$ cat src/rtl/comparator_accumulator_pkg.sv
// Shared helpers for the comparator accumulator: reduction mode constants and counter sizing.
`default_nettype none

package comparator_accumulator_pkg;

    localparam int MODE_MAX = 1;
    localparam int MODE_MIN = 0;

    // A one-beat block still needs a 1-bit counter so the port and compare widths stay legal.
    function automatic int unsigned count_width(input int unsigned depth);
        return (depth <= 1) ? 1 : $clog2(depth);
    endfunction

endpackage

`default_nettype wire

$ cat src/rtl/comparator_accumulator_cell.sv
// Combinational two-operand max/min select; ties return the left operand.
`default_nettype none

module comparator_cell
    import comparator_accumulator_pkg::*;
#(
    parameter int DATA_WIDTH = 8,
    parameter int MAX1_MIN0  = MODE_MAX,
    parameter int SIGNED     = 0
) (
    input  logic [DATA_WIDTH-1:0] left,
    input  logic [DATA_WIDTH-1:0] right,
    output logic [DATA_WIDTH-1:0] result
);

    logic right_wins;

    generate
        if (SIGNED != 0 && MAX1_MIN0 != 0) begin : g_smax
            assign right_wins = $signed(right) > $signed(left);
        end else if (SIGNED != 0) begin : g_smin
            assign right_wins = $signed(right) < $signed(left);
        end else if (MAX1_MIN0 != 0) begin : g_umax
            assign right_wins = right > left;
        end else begin : g_umin
            assign right_wins = right < left;
        end
    endgenerate

    assign result = right_wins ? right : left;

endmodule

`default_nettype wire

$ cat src/rtl/comparator_accumulator.sv
// Temporal max/min reduction of DEPTH input beats into one registered output with valid/ready handshakes.
`default_nettype none

module comparator_accumulator
    import comparator_accumulator_pkg::*;
#(
    parameter int DEPTH      = 4,
    parameter int DATA_WIDTH = 8,
    parameter int MAX1_MIN0  = MODE_MAX,
    parameter int SIGNED     = 0
) (
    input  logic                  clk,
    input  logic                  rst,
    input  logic [DATA_WIDTH-1:0] in_data,
    input  logic                  in_valid,
    output logic                  in_ready,
    output logic [DATA_WIDTH-1:0] out_data,
    output logic                  out_valid,
    input  logic                  out_ready
);

    localparam int unsigned     CNT_W    = count_width(DEPTH);
    localparam logic [CNT_W-1:0] LAST_CNT = CNT_W'(DEPTH - 1);

    typedef enum logic [0:0] {
        IDLE  = 1'b0,
        ACCUM = 1'b1
    } state_t;

    state_t                  state_q, state_d;
    logic [CNT_W-1:0]        count_q, count_d;
    logic [DATA_WIDTH-1:0]   acc_q, acc_d;
    logic [DATA_WIDTH-1:0]   out_data_q, out_data_d;
    logic                    out_valid_q, out_valid_d;

    logic [DATA_WIDTH-1:0]   cmp_result;
    logic                    last_beat;
    logic                    in_xfer;
    logic                    out_xfer;

    comparator_cell #(
        .DATA_WIDTH (DATA_WIDTH),
        .MAX1_MIN0  (MAX1_MIN0),
        .SIGNED     (SIGNED)
    ) u_cell (
        .left   (acc_q),
        .right  (in_data),
        .result (cmp_result)
    );

    // Only the final beat can stall, and only if the pending result is not leaving this cycle.
    assign last_beat = (count_q == LAST_CNT);
    assign in_ready  = !(last_beat && out_valid_q && !out_ready);
    assign in_xfer   = in_valid && in_ready;
    assign out_xfer  = out_valid_q && out_ready;

    always_comb begin
        state_d     = state_q;
        count_d     = count_q;
        acc_d       = acc_q;
        out_data_d  = out_data_q;
        out_valid_d = out_valid_q;

        if (out_xfer) begin
            out_valid_d = 1'b0;
        end

        if (in_xfer) begin
            if (last_beat) begin
                out_data_d  = (DEPTH == 1) ? in_data : cmp_result;
                out_valid_d = 1'b1;
                count_d     = '0;
                acc_d       = '0;
                state_d     = IDLE;
            end else begin
                acc_d   = (state_q == IDLE) ? in_data : cmp_result;
                count_d = count_q + CNT_W'(1);
                state_d = ACCUM;
            end
        end
    end

    always_ff @(posedge clk) begin
        if (rst) begin
            state_q     <= IDLE;
            count_q     <= '0;
            acc_q       <= '0;
            out_data_q  <= '0;
            out_valid_q <= 1'b0;
        end else begin
            state_q     <= state_d;
            count_q     <= count_d;
            acc_q       <= acc_d;
            out_data_q  <= out_data_d;
            out_valid_q <= out_valid_d;
        end
    end

    assign out_data  = out_data_q;
    assign out_valid = out_valid_q;

endmodule

`default_nettype wire

$ cat config.mk
export PLATFORM = sky130hd
export DESIGN_NAME = comparator_accumulator
export DESIGN_NICKNAME = d
export VERILOG_FILES = /design/src/rtl/comparator_accumulator_pkg.sv /design/src/rtl/comparator_accumulator_cell.sv /design/src/rtl/comparator_accumulator.sv
export SDC_FILE = /design/constraint.sdc
export NUM_CORES = 1
export LEC_CHECK = 0
export ABC_CLOCK_PERIOD_IN_PS = 3200
export CAP_MARGIN = 15
export CORE_MARGIN = 2
export CORE_UTILIZATION = 30
export DETAILED_ROUTE_END_ITERATION = 7
export HOLD_SLACK_MARGIN = 0.05
export PLACE_DENSITY = 0.55
export SYNTH_ARGS = -nofsm -noshare
export SYNTH_HDL_FRONTEND = slang
export SYNTH_SLANG_ARGS = --single-unit
$ cat constraint.sdc
create_clock -name clk -period 3.2 [get_ports clk]
set_input_delay 0.64 -clock clk [delete_from_list [all_inputs] [get_ports clk]]
set_output_delay 0.64 -clock clk [all_outputs]
set_load 0.005 [all_outputs]
# Yosys cells after proc, flatten, opt, wreduce, memory -nomap -nowiden
# Index checks and enable logic that the tools add are counted.
dict set report word_totals {
  wordCells 23
  out_inout_bits 10
  reg_bits 20
  input_bits 12
}
dict set report op_classes {
  mux 8
  n_addsub 1
  n_reduce_logical 7
  magnitude_cmp 1
  n_eq_ne 1
}
# operator n
set ops {}
lappend ops {{two-way mux 8 bit} 3}
lappend ops {{> comparator 8 bit} 1}
lappend ops {{logical AND 1 bit} 4}
lappend ops {{two-way mux 1 bit} 4}
lappend ops {{adder 2 x 1 -> 2 bit (second input constant)} 1}
lappend ops {{equality test 2 bit (second input constant)} 1}
lappend ops {{logical NOT 1 bit} 2}
lappend ops {{two-way mux 2 bit} 1}
lappend ops {{AND reduction 2 bit} 1}

# Depth between registers and ports, before layout
dict set report depth {
  ltp_word 6
  depth_mapped 8
  mapped_depth_nobuf 7
}

# By module
# Synthesis repeated with hierarchy kept, for this count alone.
dict set report unflattened {
  cells_unflattened 119
  area_unflattened_um2 1129.8
}
# module cells_per_inst area_per_inst_um2 n_inst seq_area_each_um2
set by_module_without_submodules {}
lappend by_module_without_submodules {comparator_accumulator 84 825.8 1 400.4}
lappend by_module_without_submodules {comparator_cell 35 304.0 1 0.0}

# Least setup slack after synthesis
# OpenSTA, ideal clock, no wires.
dict set report synth_timing {
  kind {input-to-reg}
  from {in in_data[1]}
  to {reg acc_q[0]}
  path_buffers 1
  path_slack_ns 1.107
  t_required_ns 3.083
  setup_ns 0.117
  cell_stages 7
  arrival_time_ns 1.976
  cell_sequence {ha_1 nor2b_1 o211ai_1 a211oi_1 buf_6 o311a_4 a22o_2}
}
dict set report synth_between {
  elab_chain_len 4
}
# item line_no
set synth_lines {}
lappend synth_lines {{start, declared} comparator_accumulator.sv:14} ;# input logic [DATA_WIDTH-1:0] in_data,
lappend synth_lines {{> comparator 8 bit} comparator_accumulator_cell.sv:24} ;# assign right_wins = right > left;
lappend synth_lines {{two-way mux 8 bit} comparator_accumulator_cell.sv:30} ;# assign result = right_wins ? right : left;
lappend synth_lines {{two-way mux 8 bit} comparator_accumulator.sv:76} ;# acc_d = (state_q == IDLE) ? in_data : cmp_result;
lappend synth_lines {{two-way mux 8 bit} comparator_accumulator.sv:69} ;# if (last_beat) begin
lappend synth_lines {{end signal, assigned} comparator_accumulator.sv:87} ;# acc_q <= '0;
lappend synth_lines {{end signal, assigned} comparator_accumulator.sv:93} ;# acc_q <= acc_d;
lappend synth_lines {{end, declared} comparator_accumulator.sv:32} ;# logic [DATA_WIDTH-1:0] acc_q, acc_d;
# No other way between the ends.
# A chain may end at the register's enable or synchronous reset.

# Final worst setup path
dict set report layout_timing {
  from {in in_data[1]}
  to {reg acc_q[1]}
}
dict set report layout_between {
  elab_chain_len 4
}
# item line_no
set layout_lines {}
lappend layout_lines {{> comparator 8 bit} comparator_accumulator_cell.sv:24}
lappend layout_lines {{two-way mux 8 bit} comparator_accumulator_cell.sv:30}
lappend layout_lines {{two-way mux 8 bit (*)} comparator_accumulator.sv:76}
lappend layout_lines {{two-way mux 8 bit (*)} comparator_accumulator.sv:69}
# Every way passes the cells marked *; elsewhere a longest branch is shown, timed or not.

==> out/results.txt <==
The die footprint is 0.00406 mm2. The synthesized design contains 0 enable-type register cells. The tools report the number of distinct standard cells referenced by the synthesized netlist as 29. Of all flip-flops after synthesis, the portion carrying an async set or reset was 0%. The tools report the via count of the first global-routing pass as 870.

For the worst setup path, the data arrival time is 2700 ps. The effective utilization at floorplan was 31.5%. Once detail routing completed, the nets flagged for antenna violations numbered 0.

The worst path needs 2440 ps of the cycle, external delays included. In the synthesized netlist the dominant register cell turns out to be dfxtp_1. The root buffer cell was clkbuf_4. The slew at the pin with the worst max-slew slack came out at 601 ps.

Worst relative slew slack: 59.9%. In this run the static leakage power is 0.506 nW. Count of final max-slew check failures: 0. The tools report the hold buffer count at cts as 0. The count of endpoints failing hold in the final timing report is 0, and the largest fanout of any net on the critical path is 8. Traced cell by cell, the critical path runs through clkdlybuf4s50_1 -> ha_1 -> nor2b_1 -> o211ai_1 -> a211oi_1 -> buf_4 -> o32ai_4 -> a22o_2. The count of standard-cell rows was 21; the detailed-route via count was 888. The run gives 0 as the number of max-cap violations. The run finished with clean final reports. The CTS sink count was 20; the deepest clock path buffer count was 2. In the routed layout, each cell is associated on average with a via count of 4.88. Setup repair after global routing left no endpoint under its margin. Leaving out fill and tap cells, the most frequent cells in the layout are clkdlybuf4s50_1 (21), dfxtp_1 (20), nand2_1 (17).

The congestion estimate from routability-driven global placement came to 0.843. Leading area contributor after synthesis: dfxtp_1. The run gives 2.34 mm as the final routed wirelength across all metal layers.

The run gives 0 as the initial antenna violation count. The number of gates given a new drive strength after cts is 0. The slowest stage of the critical path belongs to the cell clkdlybuf4s50_1.

In this run the cell area of the synthesized design comes to 0.00107 mm2. Grouping stages by cell kind, the critical path spends the most delay in compound AO/OA/AOI/OAI gates. When the netlist entered floorplanning its net count stood at 133. After detailed routing, the average wire length per cell comes to 12.8 um.

The startpoint type of the worst setup path was a primary input. The area inside the core boundary came out at 0.00339 mm2. The overall die height was 63.7 um. Sorting the synthesized cells by area gives the leading types as dfxtp_1 (37%), ha_1 (11%), o211ai_1 (11%).

After synthesis, the largest family of logic cells by area is compound AO/OA/AOI/OAI gates. The number of detailed-routing iterations run before antenna repair is 4, and the total global-route track usage is 12.0%. The global-route wire length before repair was 3.85 mm; the signed area change from the synthesized netlist to the final layout was 29.0%. Power density normalized to cell area: 428 mW/mm2. Delay of the slowest cell on the worst path: 450 ps.

TritonCTS built the clock tree. For this block, the initial DRC count from the detailed router was 21. The tools report the sequential cell area fraction in the yosys report as 37.5%. The endpoint kind of the worst setup timing path was a flip-flop.

TritonCTS created 3 clock buffers. The post-synthesis area per instance is 9.54 um2. The class of the tightest hold or removal check is flip-flop to flip-flop. Summing the areas of all compound-gate instances in the mapped netlist gives 28.3% of the synthesized area. Leaving out fill and tap cells, the most frequent cell in the layout is clkdlybuf4s50_1. Post-detailed-placement half-perimeter wirelength: 1.72 mm. Counting both buffers and inverters, the worst setup path holds a total of 2.

The number of levels in the clock H-tree was 1. For the worst setup path, the data required time is 3460 ps. In this run the tool buffered the top-level ports with 21 buffer cells.

The tools report the maximum number of pins on one net before global-route repair as 17. The post-CTS repair timing setup buffer count is 0. 0 antenna diodes ended up in the layout.

The synthesized netlist devotes 10.5% of its cell area to adder and majority cells. Setup slack on the critical path of the routed design comes to 761 ps. In this run the biggest area consumer among cell types represents 37.5% of the synthesized area.

After clock tree synthesis, the clock-pin slew on the worst setup and hold paths is 110 ps. The tools report the total DRC errors in the routed layout as 0. The setup-violating endpoint count in the final report was 0; the final global-route overflow total was 0. The xor and xnor area share after synthesis is 0.820%.

The worst supply voltage drop on vdd came out at 0.173 mV. The number of synthesis warnings is 0. After Yosys synthesis, and, or, nand and nor cells account for 14.3% of the synthesized area. For this run, the top clock speed supported by timing is 410 MHz. The net count of the finished layout is 158.

The proportion of layout cells with a drive suffix above 1 is 14.7%. The gate count after technology mapping is 112, and the worst clock skew on the final layout is 7.32 ps. Clock latency on the worst-skew pair, taken at its later pin, is 310 ps. The die is 63.7 um wide. Critical path class: primary input to flip-flop. 22 I/O pins were placed. Prior to clock tree synthesis, the placed netlist has a worst setup slack of 411 ps. The worst path uses 76.2% of the clock period. In the final timing run, aggregate negative setup slack is 0 ps. The multiplexer share of the synthesized area works out to 0.937%. Counting flops and latches in the post-synthesis netlist gives 20.
==> area by class of cell <==
cell class / instances / area, um2
Timing Repair Buffer: 26 / 248
Fill cell: 338 / 2010
Inverter: 9 / 33.8
Tap cell: 46 / 57.6
Clock buffer: 3 / 22.5
Multi-Input combinational cell: 77 / 587
Sequential cell: 20 / 400
Clock inverter: 1 / 30.0
==> flip-flops by register name, indices dropped and copies added, names as in the netlist <==
| register | count |
|---|---|
| out_data | 8 |
| state_q | 1 |
| count_q | 2 |
| out_valid | 1 |
| acc_q | 8 |
==> cell families after synthesis <==
group | Yosys count
AO/OA/AOI/OAI | 34
XOR/XNOR | 1
adder cells (fa/ha/maj) | 9
buffers and inverters | 15
flip-flops | 20
multiplexers | 1
AND/OR/NAND/NOR | 32
==> layer usage <==
layer	vias up	track usage, %	part of all wire [%]
met5	-	0	0
met4	0	5.16	1.8
met3	5	1.61	3.3
met2	21	18.9	46
met1	406	16.2	49
li1	456	-	-
==> worst register-to-register path: stages (launching register included) <==
cell and delay (ps):
dfxtp_1 370, inv_1 50, ha_1 270, nor2b_1 130, o211ai_1 190, a211oi_1 130, buf_4 190, o32ai_4 440
a22o_2 220
==> Yosys cell counts, drive strengths merged (2+ instances only) <==
master	n
dfxtp	20
nand2	17
o211ai	15
ha	9
inv	9
a22o	8
a21oi	5
buf	5
and2	3
nor2	3
nand4	2
==> where the power goes <==
| group | leakage [nW] | internal [mW] | total, mW | switching, mW |
|---|---|---|---|---|
| sequential | 0.163 | 0.261 | 0.271 | 0.00915 |
| combinational | 0.315 | 0.0535 | 0.108 | 0.0543 |
| clock | 0.0279 | 0.127 | 0.211 | 0.0844 |
| total | 0.506 | 0.442 | 0.590 | 0.148 |
==> worst paths after layout <==
check / from / endpoint / slack, ps / cells past startpoint
max: in_data[1] / acc_q[1] / 760 / 8
min: out_data[7] / out_data[7] / 480 / 2
max reg2reg: acc_q[1] / acc_q[1] / 1170 / 8
min reg2reg: out_data[7] / out_data[7] / 480 / 2
==> per-stage QoR <==
stage	area, um2	cells	hold slack (ps)	util [%]	power, mW
after detailed placement	1330	178	461	39.1	0.385
after global routing	1380	182	521	40.7	0.621
final	1380	182	478	40.7	0.590
after floorplan	1070	112	462	-	0.343
after CTS	1380	182	487	40.7	0.597
after global placement	1330	178	455	39.1	0.382
(Power assumes the default switching activity.)
